===== src/rtl/i2c_bus_arbiter.sv =====
// Round-robin arbiter sharing one I2C master between N_REQ write requesters.
// Ports:
//   CLK, RST                  clock, synchronous active-high reset
//   req/req_addr/req_data/req_last   per-requester transaction request, address, current byte, last flag
//   req_data_ack              combinational per-requester byte-consumed pulse
//   gnt, done, err            registered one-hot grant and completion/error pulses
//   m_start, m_abort          registered master start / forced-stop pulses
//   m_addr, m_data, m_last    combinational payload of the granted requester (0 when idle)
//   m_byte_ack, m_busy, m_done, m_nack   master status inputs
module i2c_bus_arbiter #(
   parameter int unsigned N_REQ      = 2,
   parameter int unsigned CLK_MHZ    = 50,
   parameter int unsigned TIMEOUT_US = 20000
) (
   input  logic                 CLK,
   input  logic                 RST,
   input  logic [N_REQ-1:0]     req,
   input  logic [7*N_REQ-1:0]   req_addr,
   input  logic [8*N_REQ-1:0]   req_data,
   input  logic [N_REQ-1:0]     req_last,
   output logic [N_REQ-1:0]     req_data_ack,
   output logic [N_REQ-1:0]     gnt,
   output logic [N_REQ-1:0]     done,
   output logic [N_REQ-1:0]     err,
   output logic                 m_start,
   output logic                 m_abort,
   output logic [6:0]           m_addr,
   output logic [7:0]           m_data,
   output logic                 m_last,
   input  logic                 m_byte_ack,
   input  logic                 m_busy,
   input  logic                 m_done,
   input  logic                 m_nack
);

   localparam int unsigned TO_CYC = CLK_MHZ * TIMEOUT_US;
   localparam int unsigned WD_W   = $clog2(TO_CYC + 1);
   localparam int unsigned PTR_W  = $clog2(N_REQ);

   typedef enum logic [1:0] {S_IDLE, S_START, S_XFER, S_GAP} state_e;

   state_e             state_q, state_d;
   logic [N_REQ-1:0]   gnt_q, gnt_d;
   logic [N_REQ-1:0]   done_q, done_d;
   logic [N_REQ-1:0]   err_q, err_d;
   logic               m_start_q, m_start_d;
   logic               m_abort_q, m_abort_d;
   logic [PTR_W-1:0]   ptr_q, ptr_d;
   logic [WD_W-1:0]    wdog_q, wdog_d;

   logic               pick_vld_c;
   logic [PTR_W-1:0]   pick_idx_c;
   logic [PTR_W-1:0]   cand_c;
   logic               timeout_c;

   // Round-robin search from ptr+1; scanning downward lets the nearest candidate win last.
   always_comb begin
      pick_vld_c = 1'b0;
      pick_idx_c = '0;
      cand_c     = '0;
      for (int k = int'(N_REQ); k >= 1; k--) begin
         cand_c = PTR_W'((int'(ptr_q) + k) % int'(N_REQ));
         if (req[cand_c]) begin
            pick_vld_c = 1'b1;
            pick_idx_c = cand_c;
         end
      end
   end

   // Timeout fires on the last allowed XFER cycle so the abort lands TO_CYC cycles after m_start.
   assign timeout_c = (wdog_q >= WD_W'(TO_CYC - 1));

   // State register
   always_ff @(posedge CLK) begin
      if (RST) state_q <= S_IDLE;
      else     state_q <= state_d;
   end

   // Next-state logic
   always_comb begin
      state_d = state_q;
      case (state_q)
         S_IDLE:  if (pick_vld_c)           state_d = S_START;
         S_START: if (!m_busy)              state_d = S_XFER;
         S_XFER:  if (m_done || timeout_c)  state_d = S_GAP;
         S_GAP:                             state_d = S_IDLE;
         default:                           state_d = S_IDLE;
      endcase
   end

   // Output / datapath next values
   always_comb begin
      gnt_d     = gnt_q;
      ptr_d     = ptr_q;
      wdog_d    = wdog_q;
      done_d    = '0;
      err_d     = '0;
      m_start_d = 1'b0;
      m_abort_d = 1'b0;
      case (state_q)
         S_IDLE: begin
            if (pick_vld_c) begin
               gnt_d = N_REQ'(1) << pick_idx_c;
               ptr_d = pick_idx_c;
            end
         end
         S_START: begin
            if (!m_busy) begin
               m_start_d = 1'b1;
               wdog_d    = '0;
            end
         end
         S_XFER: begin
            // m_done has priority over a coincident timeout
            if (m_done) begin
               done_d = gnt_q;
               err_d  = m_nack ? gnt_q : '0;
            end else if (timeout_c) begin
               m_abort_d = 1'b1;
               done_d    = gnt_q;
               err_d     = gnt_q;
            end
            if (wdog_q != WD_W'(TO_CYC)) wdog_d = wdog_q + WD_W'(1);
         end
         S_GAP:   gnt_d = '0;
         default: gnt_d = '0;
      endcase
   end

   // Datapath registers
   always_ff @(posedge CLK) begin
      if (RST) begin
         gnt_q     <= '0;
         done_q    <= '0;
         err_q     <= '0;
         m_start_q <= 1'b0;
         m_abort_q <= 1'b0;
         ptr_q     <= PTR_W'(N_REQ - 1);
         wdog_q    <= '0;
      end else begin
         gnt_q     <= gnt_d;
         done_q    <= done_d;
         err_q     <= err_d;
         m_start_q <= m_start_d;
         m_abort_q <= m_abort_d;
         ptr_q     <= ptr_d;
         wdog_q    <= wdog_d;
      end
   end

   // Payload mux from the one-hot grant; all zero when nothing is granted.
   always_comb begin
      m_addr = '0;
      m_data = '0;
      m_last = 1'b0;
      for (int i = 0; i < int'(N_REQ); i++) begin
         if (gnt_q[i]) begin
            m_addr = m_addr | req_addr[7*i +: 7];
            m_data = m_data | req_data[8*i +: 8];
            m_last = m_last | req_last[i];
         end
      end
   end

   assign req_data_ack = (state_q == S_XFER && m_byte_ack) ? gnt_q : '0;
   assign gnt          = gnt_q;
   assign done         = done_q;
   assign err          = err_q;
   assign m_start      = m_start_q;
   assign m_abort      = m_abort_q;

endmodule


===== config.mk =====
export PLATFORM = sky130hd
export DESIGN_NAME = i2c_bus_arbiter
export DESIGN_NICKNAME = d
export VERILOG_FILES = /design/src/rtl/i2c_bus_arbiter.sv
export SDC_FILE = /design/constraint.sdc
export NUM_CORES = 1
export LEC_CHECK = 0
export BUFFER_PORTS_ARGS = -buffer_cell sky130_fd_sc_hd__buf_2
export CAP_MARGIN = 5
export CORE_ASPECT_RATIO = 1.5
export CORE_MARGIN = 4
export CORE_UTILIZATION = 50
export CTS_CLUSTER_SIZE = 20
export DETAILED_ROUTE_END_ITERATION = 7
export PLACE_DENSITY = 0.81
export SLEW_MARGIN = 0
export SYNTH_ARGS = -nofsm -noshare
export SYNTH_HDL_FRONTEND = slang
export SYNTH_SLANG_ARGS = --single-unit

===== constraint.sdc =====
create_clock -name CLK -period 3.4 [get_ports CLK]
set_input_delay 0 -clock CLK [delete_from_list [all_inputs] [get_ports CLK]]
set_output_delay 0 -clock CLK [all_outputs]
set_load 0.1 [all_outputs]

==> summary.md <==
| Metric | Value |
|---|---|
| Root buffer cell | sky130_fd_sc_hd__clkbuf_8 |
| Number of standard cells after synthesis | 206 |
| Largest area contributor in the netlist | sky130_fd_sc_hd__dfxtp_1 |
| Half-perimeter wire length of the detailed placement result | 3.41 mm |
| Count of maximum capacitance violations | 0 |
| Hold_ws | 0.0224 ns |
| Number of CTS-inserted buffers | 5 |
| Top area cells in the synthesized netlist | sky130_fd_sc_hd__dfxtp_1 36%, sky130_fd_sc_hd__a22o_1 8.1%, sky130_fd_sc_hd__xnor2_1 6.1% |
| Final total negative setup slack | 0 ns |
| Overall routed net length | 4.45 mm |
| Worst ir drop on vdd | 465 uV |
| Total power | 1.60 mW |
| P per Cell Area | 719 mW/mm^2 |
| EDFF count, synth | 0 |
| Distinct cell type count after synthesis | 43 |
| Gr usage total | 0.203 |
| Count of nets after finishing | 321 |
| Per-cell routed wire length | 14.1 um |
| Sequential fraction of design power | 0.269 |
| Final cycle utilization of the critical path | 0.688 |
| Startpoint class of the critical path | flop |
| Post-Place Cells | 305 |
| Largest driver fanout on the critical path | 15 |
| Pin count of the biggest net entering global routing | 21 |
| Post-Synthesis Mean Instance Area | 8.38 um^2 |
| Launch instance of the worst min-delay path | RST |
| Hold Path Stages | 2 |
| Post-synthesis async set-or-reset flop share | 0 |
| Number of top-level pins | 66 |
| Post-route non-filler standard cell count | 315 |
| Resize count post-CTS | 0 |
| Last weighted congestion value of the routability-driven placer | 0.824 |
| Width of the die | 56.0 um |
| Clock slew at reported path FFs | 0.07 ns |
| Standard-cell rows | 25 |
| Share of layout cells above drive strength 1 | 0.291 |
| Worst hold endpoint | gnt[1]$_SDFFE_PP0P_ |
| Net switching fraction of the power | 0.494 |
| Insertion delay of the later-clocked pin in the worst-skew pair | 0.29 ns |
| Worst endpoint data arrival time | 2.52 ns |
| Simple-gate portion of the synthesized area | 0.269 |
| Part of the power in combinational logic | 0.495 |
| Final slew viol count | 0 |
| Post-synthesis mux area share | 0 |
| Count of state elements after synthesis | 31 |
| Filler Cell Count | 310 |
| Adder-cell area share of the yosys netlist | 0.0507 |
| Setup crit end kind | flop |
| Starting density of the core | 0.531 |
| H-tree levels | 2 |
| CTS tree | yes |
| Outcome | finished, final reports clean |
| RSZ-0062 raised after global routing | no |
| Total gr overflow | 0 |
| Type of the worst min-delay path | in -> reg |
| Core ar. | 0.00325 mm^2 |
| Parity-gate share of the synthesized area counting xor and xnor cells | 0.0659 |
| Antenna cells | 0 |
| Leak Pwr | 0.935 nW |
| Final setup violating endpoints | 0 |
| Final min period | 2.34 ns |
| Final cell area excluding filler cells | 0.00222 mm^2 |
| Area fraction of the dominant cell type after synthesis | 0.359 |
| Netlist area before placement | 0.00173 mm^2 |
| Flip-flop cell with the highest count after synthesis | sky130_fd_sc_hd__dfxtp_1 |
| R2R Path Start | state_q[0]$_SDFFE_PP0P_ |
| Number of buffers on the longest clock path | 2 |
| Number of hold-slack violations in the final timing report | 0 |
| Count of clock tree sinks | 31 |
| Worst reg2reg endpoint | wdog_q[1]$_SDFFE_PP0P_ |
| Top library cells by usage in the layout, fill and taps aside | 65 x sky130_fd_sc_hd__buf_2, 31 x sky130_fd_sc_hd__dfxtp_1, 25 x sky130_fd_sc_hd__nor2_1, 17 x sky130_fd_sc_hd__nand2_1, 16 x sky130_fd_sc_hd__a22o_1 |
| Via count of the first global-routing pass | 1674 |
| Wire length of the first global-routing pass | 7.24 mm |
| Floorplan die height | 80.0 um |
| Dominant combinational cell family by area after synthesis | simple AND/OR/NAND/NOR gates |
| Slew of the pin with the lowest slew margin | 0.813 ns |
| Switching component of the power | 0.790 mW |
| Critical Path RT | 3.58 ns |
| Syn nets | 253 |
| Layout overhead on the synthesized area | 28.8% |
| Category of the most critical setup path | reg -> reg |
| Routed Antenna Nets | 0 |
| Share of the synthesized area in compound gates (AO/OA/AOI/OAI) | 0.216 |
| Most frequent standard cell in the layout excluding fill and tap cells | sky130_fd_sc_hd__buf_2 |
| Ys Warns | 0 |
| Post-Route Skew | 0.00589 ns |
| Post-DR vias/cell | 5.73 |
| Flop-to-flop setup slack | 1.06 ns |
| Placed cell area | 0.00209 mm^2 |
| Sequential cell area fraction in the yosys report | 0.359 |
| Number of cells on the worst reg-to-reg path | 8 |
| Slew HR | 0.458 |
| Internal power of the cells | 0.810 mW |
| Pre-Repair DR Iteration Count | 5 |
| Vias post-DR | 1805 |
| Part of the power in the clock network | 0.236 |
| Number of remaining DRC errors | 0 |
| Area of the die | 0.00448 mm^2 |
| Number of buffers added on ports | 65 |
| Achievable Freq | 0.428 GHz |
| DRT iter0 DRCs | 72 |
| Number of antenna violations at the first check in global routing | 0 |
==> worst max-delay path, stage by stage (launching register included) <==
cell	delay, ns
sky130_fd_sc_hd__dfxtp_1	0.33
sky130_fd_sc_hd__inv_1	0.14
sky130_fd_sc_hd__ha_1	0.17
sky130_fd_sc_hd__buf_4	0.19
sky130_fd_sc_hd__nor4bb_1	0.28
sky130_fd_sc_hd__nand4_1	0.14
sky130_fd_sc_hd__o41ai_2	0.67
sky130_fd_sc_hd__nor2_1	0.11
sky130_fd_sc_hd__a31o_1	0.20
==> stage by stage <==
step	util	setup slack (ns)
floorplan	-	1.01
global placement	0.642	1.23
detailed placement	0.642	1.11
CTS	0.684	1.10
global route	0.684	0.896
finish	0.684	1.06
==> state kept, by name, indices dropped and copies added (netlist names) <==
| signal | count |
|---|---|
| wdog_q | 20 |
| done | 2 |
| err | 2 |
| gnt | 2 |
| state_q | 2 |
| m_abort | 1 |
| m_start | 1 |
| ptr_q | 1 |
==> area by class of cell <==
class	instances	area [um^2]	area share
well taps	40	50.0	0.0225
clock buffers	6	82.6	0.0371
flip-flops and latches	31	621	0.279
repair buffers	69	360	0.162
multi-input cells	157	1040	0.467
inverters	10	37.5	0.0169
clock inverters	2	35.0	0.0157
==> power by group through the flow <==
stage	sequential [mW]	clock, mW	combinational (mW)
floorplan	0.467	0	0.621
global placement	0.438	0	0.780
detailed placement	0.440	0	0.787
CTS	0.431	0.384	0.790
global route	0.439	0.399	0.835
finish	0.431	0.377	0.792
==> logic make-up (layout without fill, tap and decap cells) <==
logic type | Yosys count | count (layout)
DFF | 31 | 31
AOI/OAI and AO/OA | 48 | 48
xor gates and xnor gates | 13 | 13
and+or+nand+nor | 89 | 89
buffers and inverters | 18 | 87
adders and majority gates | 7 | 7
==> worst max path at each step <==
stage,slack (ns),depth (start not counted),to,start
4_1_cts,1.10,8,wdog_q[1]$_SDFFE_PP0P_,state_q[0]$_SDFFE_PP0P_
6_report,1.06,8,wdog_q[1]$_SDFFE_PP0P_,state_q[0]$_SDFFE_PP0P_
5_1_grt,0.90,8,wdog_q[8]$_SDFFE_PP0P_,state_q[0]$_SDFFE_PP0P_
2_1_floorplan,1.01,3,req_data_ack[1],gnt[1]$_SDFFE_PP0P_
3_5_place_dp,1.11,8,wdog_q[1]$_SDFFE_PP0P_,state_q[0]$_SDFFE_PP0P_
3_3_place_gp,1.23,8,wdog_q[1]$_SDFFE_PP0P_,state_q[0]$_SDFFE_PP0P_
==> cell usage after synthesis (all sizes together), types with 3 or more instances <==
master,count
nor2b,3
a21oi,9
nand4,4
nand2,17
dfxtp,31
or4,3
xnor2,12
nor3,9
o21ai,7
ha,7
nor3b,3
clkbuf,7
inv,10
and3,5
nor2,25
a22o,16
nor4,3
nand3,8
==> metal layers <==
layer / routed length, um / GRT usage / vias up
met2: 2240 / 0.379 / 97
met5: 0 / 0 / -
met1: 1590 / 0.187 / 805
met3: 513 / 0.0777 / 11
met4: 104 / 0.102 / 0
li1: - / - / 892
==> timing repair <==
item / 4_1_cts / 5_1_grt
setup buffers: 0 / 0
hold endpoints to repair: 2 / 0
hold buffers: 2 / 0
Power figures use the tool's default switching activity.
